`src/rtl/mod_counter_pkg.sv`:
```
// Shared types and constants for the mod_counter timing/event-count primitive.
package mod_counter_pkg;

    typedef enum logic [1:0] {
        IDLE = 2'd0,
        RUN  = 2'd1,
        DONE = 2'd2
    } state_t;

    localparam logic MODE_FREE    = 1'b0;
    localparam logic MODE_ONESHOT = 1'b1;

endpackage

```
`src/rtl/ce_prescaler.sv`:
```
// Clock-enable prescaler: emits one tick every PRESCALE cycles on which run=1.
// The phase holds while run=0 and is zeroed by restart.
module ce_prescaler #(
    parameter int PRESCALE = 1
) (
    input  logic clk,
    input  logic rst_n,
    input  logic run,
    input  logic restart,
    output logic tick
);

    localparam int PW = (PRESCALE > 1) ? $clog2(PRESCALE) : 1;
    localparam logic [PW-1:0] LAST = PW'(PRESCALE - 1);

    logic [PW-1:0] phase;

    // Tick on the last phase of an enabled run cycle.
    always_comb begin
        tick = run && (phase == LAST);
    end

    // Phase register: zeroed by reset/restart, advances only while running.
    always_ff @(posedge clk) begin
        if (!rst_n || restart) begin
            phase <= '0;
        end else if (run) begin
            if (phase == LAST) begin
                phase <= '0;
            end else begin
                phase <= phase + PW'(1);
            end
        end
    end

endmodule

```
`src/rtl/mod_counter.sv`:
```
// Parametrised modulo up/down counter with load/clear, prescaler and
// free-run / one-shot modes. Optional capture register under
// MOD_COUNTER_CAPTURE_EN (adds ports cap / cap_val).
module mod_counter
    import mod_counter_pkg::*;
#(
    parameter int WIDTH    = 4,
    parameter int MAX      = 15,
    parameter int PRESCALE = 1
) (
    input  logic             clk,
    input  logic             rst_n,
    input  logic             en,
    input  logic             up,
    input  logic             mode,
    input  logic             clr,
    input  logic             load,
    input  logic [WIDTH-1:0] load_val,
    output logic [WIDTH-1:0] c,
    output logic             tc,
    output logic             done
`ifdef MOD_COUNTER_CAPTURE_EN
    ,
    input  logic             cap,
    output logic [WIDTH-1:0] cap_val
`endif
);

    localparam logic [WIDTH-1:0] MAXV = WIDTH'(MAX);

    state_t           state, state_n;
    logic [WIDTH-1:0] c_n;
    logic             tc_n;
    logic             tick;
    logic             at_term;

    ce_prescaler #(
        .PRESCALE(PRESCALE)
    ) u_prescaler (
        .clk    (clk),
        .rst_n  (rst_n),
        .run    ((state == RUN) && en),
        .restart(clr || load),
        .tick   (tick)
    );

    assign at_term = up ? (c == MAXV) : (c == '0);

    // State register plus registered outputs.
    always_ff @(posedge clk) begin
        if (!rst_n) begin
            state <= IDLE;
            c     <= '0;
            tc    <= 1'b0;
            done  <= 1'b0;
        end else begin
            state <= state_n;
            c     <= c_n;
            tc    <= tc_n;
            done  <= (state_n == DONE);
        end
    end

    // Next-state logic; clr/load override the FSM and return it to IDLE.
    always_comb begin
        state_n = state;
        case (state)
            IDLE: if (en) state_n = RUN;
            RUN: begin
                if (!en) begin
                    state_n = IDLE;
                end else if (tick && at_term && (mode == MODE_ONESHOT)) begin
                    state_n = DONE;
                end
            end
            DONE:    state_n = DONE;
            default: state_n = IDLE;
        endcase
        if (clr || load) state_n = IDLE;
    end

    // Next count and terminal-count pulse, priority clr > load > tick.
    always_comb begin
        c_n  = c;
        tc_n = 1'b0;
        if (clr) begin
            c_n = '0;
        end else if (load) begin
            c_n = (load_val > MAXV) ? MAXV : load_val;
        end else if (tick) begin
            if (!at_term) begin
                c_n = up ? (c + WIDTH'(1)) : (c - WIDTH'(1));
            end else begin
                tc_n = 1'b1;
                if (mode == MODE_FREE) begin
                    c_n = up ? '0 : MAXV;
                end
            end
        end
    end

`ifdef MOD_COUNTER_CAPTURE_EN
    // Snapshot of the pre-edge count; independent of clr/load.
    always_ff @(posedge clk) begin
        if (!rst_n) begin
            cap_val <= '0;
        end else if (cap) begin
            cap_val <= c;
        end
    end
`endif

endmodule

```
`config.mk`:
```
export PLATFORM = sky130hd
export DESIGN_NAME = mod_counter
export DESIGN_NICKNAME = d
export VERILOG_FILES = /design/src/rtl/mod_counter_pkg.sv /design/src/rtl/ce_prescaler.sv /design/src/rtl/mod_counter.sv
export SDC_FILE = /design/constraint.sdc
export NUM_CORES = 1
export LEC_CHECK = 0
export CORE_MARGIN = 1
export CORE_UTILIZATION = 40
export DETAILED_ROUTE_END_ITERATION = 6
export PLACE_DENSITY_LB_ADDON = 0.3
export SLEW_MARGIN = 20
export SYNTH_ARGS = -nofsm -noshare
export SYNTH_HDL_FRONTEND = slang
export SYNTH_SLANG_ARGS = --single-unit
export TNS_END_PERCENT = 20
```
`constraint.sdc`:
```
create_clock -name clk -period 2.7 [get_ports clk]
set_input_delay 0.54 -clock clk [delete_from_list [all_inputs] [get_ports clk]]
set_output_delay 0.54 -clock clk [all_outputs]
set_load 0.01 [all_outputs]
```
== Yosys cells after proc, flatten, opt, wreduce, memory -nomap -nowiden ==
Index checks and enable logic that the tools add are counted.
Word-level totals
  register bits: 9
  output and inout port bits: 6
  bits of input ports: 11
Operators by class
  reductions and logical operators: 13
  bitwise logic cells: 3
  muxes and demuxes: 15
  $lt $le $gt $ge: 1
  add/sub/neg operators: 3
  eq/ne operators: 5
Operators with widths (number)
  $mux 4: 7
  $mux 2: 4
  $pmux 2 s3: 1
  $add 4x1->4 const B: 1
  $eq 2x2->1 const B: 2
  $eq 4x4->1 const B: 1
  $gt 4x4->1 const B: 1
  $logic_and 1x1->1: 4
  $logic_not 4->1: 1
  $reduce_or 4->1: 1
  $sub 4x1->4 const B: 1
  $mux 1: 3
  $ne 3x3->1 const B: 1
  $not 1->1: 3
  $eq 2x1->1 const B: 1
  $logic_not 2->1: 1
  $logic_or 1x1->1: 2
  $reduce_and 2->1: 1
  $reduce_bool 2->1: 1
  $reduce_or 2->1: 1
  $add 1x1->1 const B: 1
  $logic_not 1->1: 1

== Longest topological paths before layout ==
  depth after elaboration: 10
  gate-level depth with buffers: 7
  gate-level depth less buffers: 7

== Hierarchy ==
A second synthesis with hierarchy kept.
Second synthesis, totals
  cell total of the unflattened synthesis: 68
  area total of the unflattened synthesis: 534.3 um2
Modules (own cells, without submodules)
  mod_counter: cells each 67, seq. area each 160.2 um2, times used 1, area each 526.8 um2
  ce_prescaler: cells each 1, seq. area each 0.0 um2, times used 1, area each 7.5 um2

== Worst setup path before layout ==
OpenSTA, ideal clock, no wires.
  path type: input -> register
  start point: input up
  end point: register c[3]
  data required time: 2.583 ns
  stages: 7
  setup slack: 0.773 ns
  data arrival time: 1.810 ns
  setup time: 0.117 ns
  path buffers: 0
  cell sequence: inv_1 ha_1 a21o_2 a21oi_1 mux2_2 mux2i_1 o2bb2ai_1
On the way
  cells in the longest elaborated chain, start to end: 5
  elaborated cells between the ends (all ways): 9
Ends and longest elaborated chain
  start, declared: line mod_counter.sv:14  | input logic up,
  $mux 4: line mod_counter.sv:96  | c_n = up ? '0 : MAXV;
  $mux 4: line mod_counter.sv:95  | if (mode == MODE_FREE) begin
  $mux 4: line mod_counter.sv:91  | if (!at_term) begin
  $mux 4: line mod_counter.sv:90  | end else if (tick) begin
  $mux 4: line mod_counter.sv:88  | end else if (load) begin
  end signal, assigned: line mod_counter.sv:58  | c <= c_n;
  end, declared: line mod_counter.sv:19  | output logic [WIDTH-1:0] c,
Parallel ways exist; a longest one is shown, timed or not. The select of a mux whose other input is x is not followed.
A chain may end at the register's enable or synchronous reset.

== Final worst setup path ==
Same ends and word-level chain as after synthesis.

==> impl_metrics.py <==
metrics = {
    "detailed_routing": {
        "wl_met2_um": 452,
        "initialDrtViolationCount": 6,
        "drt_wl_total_mm": 1.07,
        "drtAntennaViolNets": 0,
        "drc": 0,
        "m1WireLength_um": 510,
        "vias": 506,
        "vias_per_cell": 5.38,
        "routedWlPerCell_um": 11.4,
        "top_layer_used": "met4",
        "wl_met3_um": 71,
        "drt_pass1_iterations": 4,
    },
    "sta": {
        "worstMarginPinSlew_ns": 0.410,
        "setup_viol": 0,
        "fin_crit_ns": 2.20,
        "fmax_ghz": 0.454,
        "final_hold_viol_count": 0,
        "fin_tns_setup_ns": 0,
        "rsz0062_at_grt": "false",
        "skew_ns": 0.0105,
        "slew_headroom_pct": 72.6,
        "maxSlewViolCount": 0,
        "finalCritPeriodShare_pct": 81.5,
    },
    "logic_synthesis": {
        "synth_nets": 73,
        "synth-main-ff-cell": "dfxtp_1",
        "netlist_instances": 59,
        "synth_top_area_cell": "dfxtp_1",
        "yosys.area.top_type_share_pct": 30.4,
        "syn_area_um2": 527,
        "yosys-top-cells-area": "dfxtp_1 30%, mux2i_1 5.7%, a211oi_2 4.8%",
        "async_flop_share_pct": 0,
        "yosys_warnings": 0,
        "synth-seq-cells": 8,
        "avgSynthCellArea_um2": 8.93,
        "synth_commonest_cells": "8 x dfxtp_1, 6 x inv_1, 4 x a21oi_1, 4 x nand2_1",
        "synth_edf_count": 0,
        "ys_types": 29,
        "seq_area_frac_synth_pct": 30.4,
        "synth.most_common_cell": "dfxtp_1",
    },
    "worst_setup_path": {
        "path_max_fanout": 2,
        "cp-start-kind": "primary input",
        "critical_path_required_ns": 2.86,
        "critPathArrivalTime_ns": 2.36,
        "crit_type": "in2reg",
        "r2r_slack_ns": 0.85,
        "end_kind": "flip-flop",
    },
    "global_routing": {
        "grt_pass1_wl_mm": 1.76,
        "grt_pass1_vias": 416,
        "antenna_found_initial": 0,
        "grt_max_degree": 8,
        "gr-usage-all-layers_pct": 18.4,
        "overflow": 0,
    },
    "floorplan": {
        "fp.dieH_um": 38.3,
        "core_area_mm2": 0.00117,
        "start_util_pct": 45.0,
        "die_area_mm2": 0.00147,
        "fp-row-count": 12,
        "die_w_um": 38.3,
        "io_pins": 17,
    },
    "clocking": {
        "ctsResizeCount": 0,
        "cts_tree": "yes",
        "clk_pin_slew_ns": 0.06,
        "cts.path.max_buffers": 2,
        "ctsHoldBuffers": 0,
        "cts_buffers": 3,
        "numClockSinks": 8,
        "cts-root-buf": "clkbuf_4",
        "cts_setup_buffers": 0,
        "htreeDepth": 1,
        "clock_latency_ns": 0.27,
    },
    "placed_design": {
        "portBuffers": 16,
        "placed_cells": 91,
        "place.gp.congestion": 0.778,
        "dp_hpwl_um": 832,
    },
    "final_layout": {
        "drive_above_1_share_pct": 16.3,
        "fill_cells": 103,
        "stdcell_count": 94,
        "syn2layout_area_growth_pct": 40.9,
        "num_antenna_cells": 0,
        "final_nets": 96,
    },
    "outcome": {
        "status": "complete, no violations",
    },
    "power_and_ir_drop": {
        "leakagePower_nw": 0.282,
        "powerDensity_mw_per_mm2": 382,
        "ir_drop_v": 0.000208,
    },
    "job": {
        "drv_cap": 0,
    },
    "min_path": {
        "min_path_type": "reg2reg",
    },
}
power by group:
part / total [mW] / internal, mW / leakage [nW] / switching (mW)
sequential: 0.126 / 0.121 / 0.0650 / 0.00465
combinational: 0.0615 / 0.0356 / 0.203 / 0.0259
clock: 0.0966 / 0.0512 / 0.0138 / 0.0454
worst paths after layout:
check / endpoint / depth (start not counted) / start
worst max-delay path: c[3] / 8 / up
worst min-delay path: state[0] / 2 / state[1]
worst max register to register: c[3] / 6 / c[1]
worst min register to register: state[0] / 2 / state[1]
routing by layer:
metal | vias up | track usage, %
li1 | 256 | -
met1 | 227 | 24.0
met2 | 18 | 25.0
met3 | 5 | 4.07
met4 | 0 | 16.1
met5 | - | 0
cells in the final DEF, fill, tap and decap left out:
cell,n
and2_1,2
nand3_1,2
fa_1,1
nor3_2,1
nor4b_2,1
nor4_1,1
nor2_2,1
a21o_1,2
o2111a_1,1
nand2_1,4
mux2_2,1
xnor2_1,2
nand3b_1,1
nor3_1,1
inv_1,6
nor2_1,3
clkbuf_4,3
mux2i_1,3
o21ai_1,2
nand2b_1,1
o2bb2ai_1,1
o22ai_1,1
clkdlybuf4s50_1,16
buf_4,2
a211oi_2,2
or3_4,1
o21ai_0,2
ha_1,2
dfxtp_1,8
a21oi_1,4
a21o_2,1
xor2_1,1
cells by family (layout without fill, tap and decap cells):
family | after synthesis | in the layout | synth area share, %
multiplexers | 4 | 4 | 7.84
AO/OA/AOI/OAI | 16 | 16 | 21.9
XOR/XNOR | 3 | 3 | 4.99
AND/OR/NAND/NOR | 19 | 19 | 22.1
flip-flops | 8 | 8 | 30.4
buffers and inverters | 6 | 27 | 4.28
adder cells (fa/ha/maj) | 3 | 3 | 8.55
critical path: stages:
cell and delay [ns]:
clkdlybuf4s50_1 0.48, inv_1 0.06, ha_1 0.27, a21o_2 0.21
a21oi_1 0.23, mux2_2 0.37, mux2i_1 0.13, o2bb2ai_1 0.07
state kept, by name, indices dropped and copies added, names as in the netlist:
| name | cells |
|---|---|
| c | 4 |
| done | 1 |
| tc | 1 |
| state | 2 |
layout make-up:
class	instances	area, um2	share of cell area, %
sequential	8	160	21.6
clock buffer	3	22.5	3.04
inverter	6	22.5	3.04
multi-input combinational	45	344	46.4
timing repair buffer	18	175	23.6
tap	14	17.5	2.36
through the flow:
stage / worst slack (ns) / area, um2 / hold slack, ns / util [%] / power, mW
floorplan: 0.773 / 527 / 0.483 / - / 0.159
global placement: 0.296 / 719 / 0.502 / 61.4 / 0.188
detailed placement: 0.212 / 719 / 0.511 / 61.4 / 0.189
CTS: 0.496 / 742 / 0.520 / 63.4 / 0.287
global route: 0.374 / 742 / 0.574 / 63.4 / 0.297
finish: 0.499 / 742 / 0.515 / 63.4 / 0.284
(Power assumes the default switching activity.)
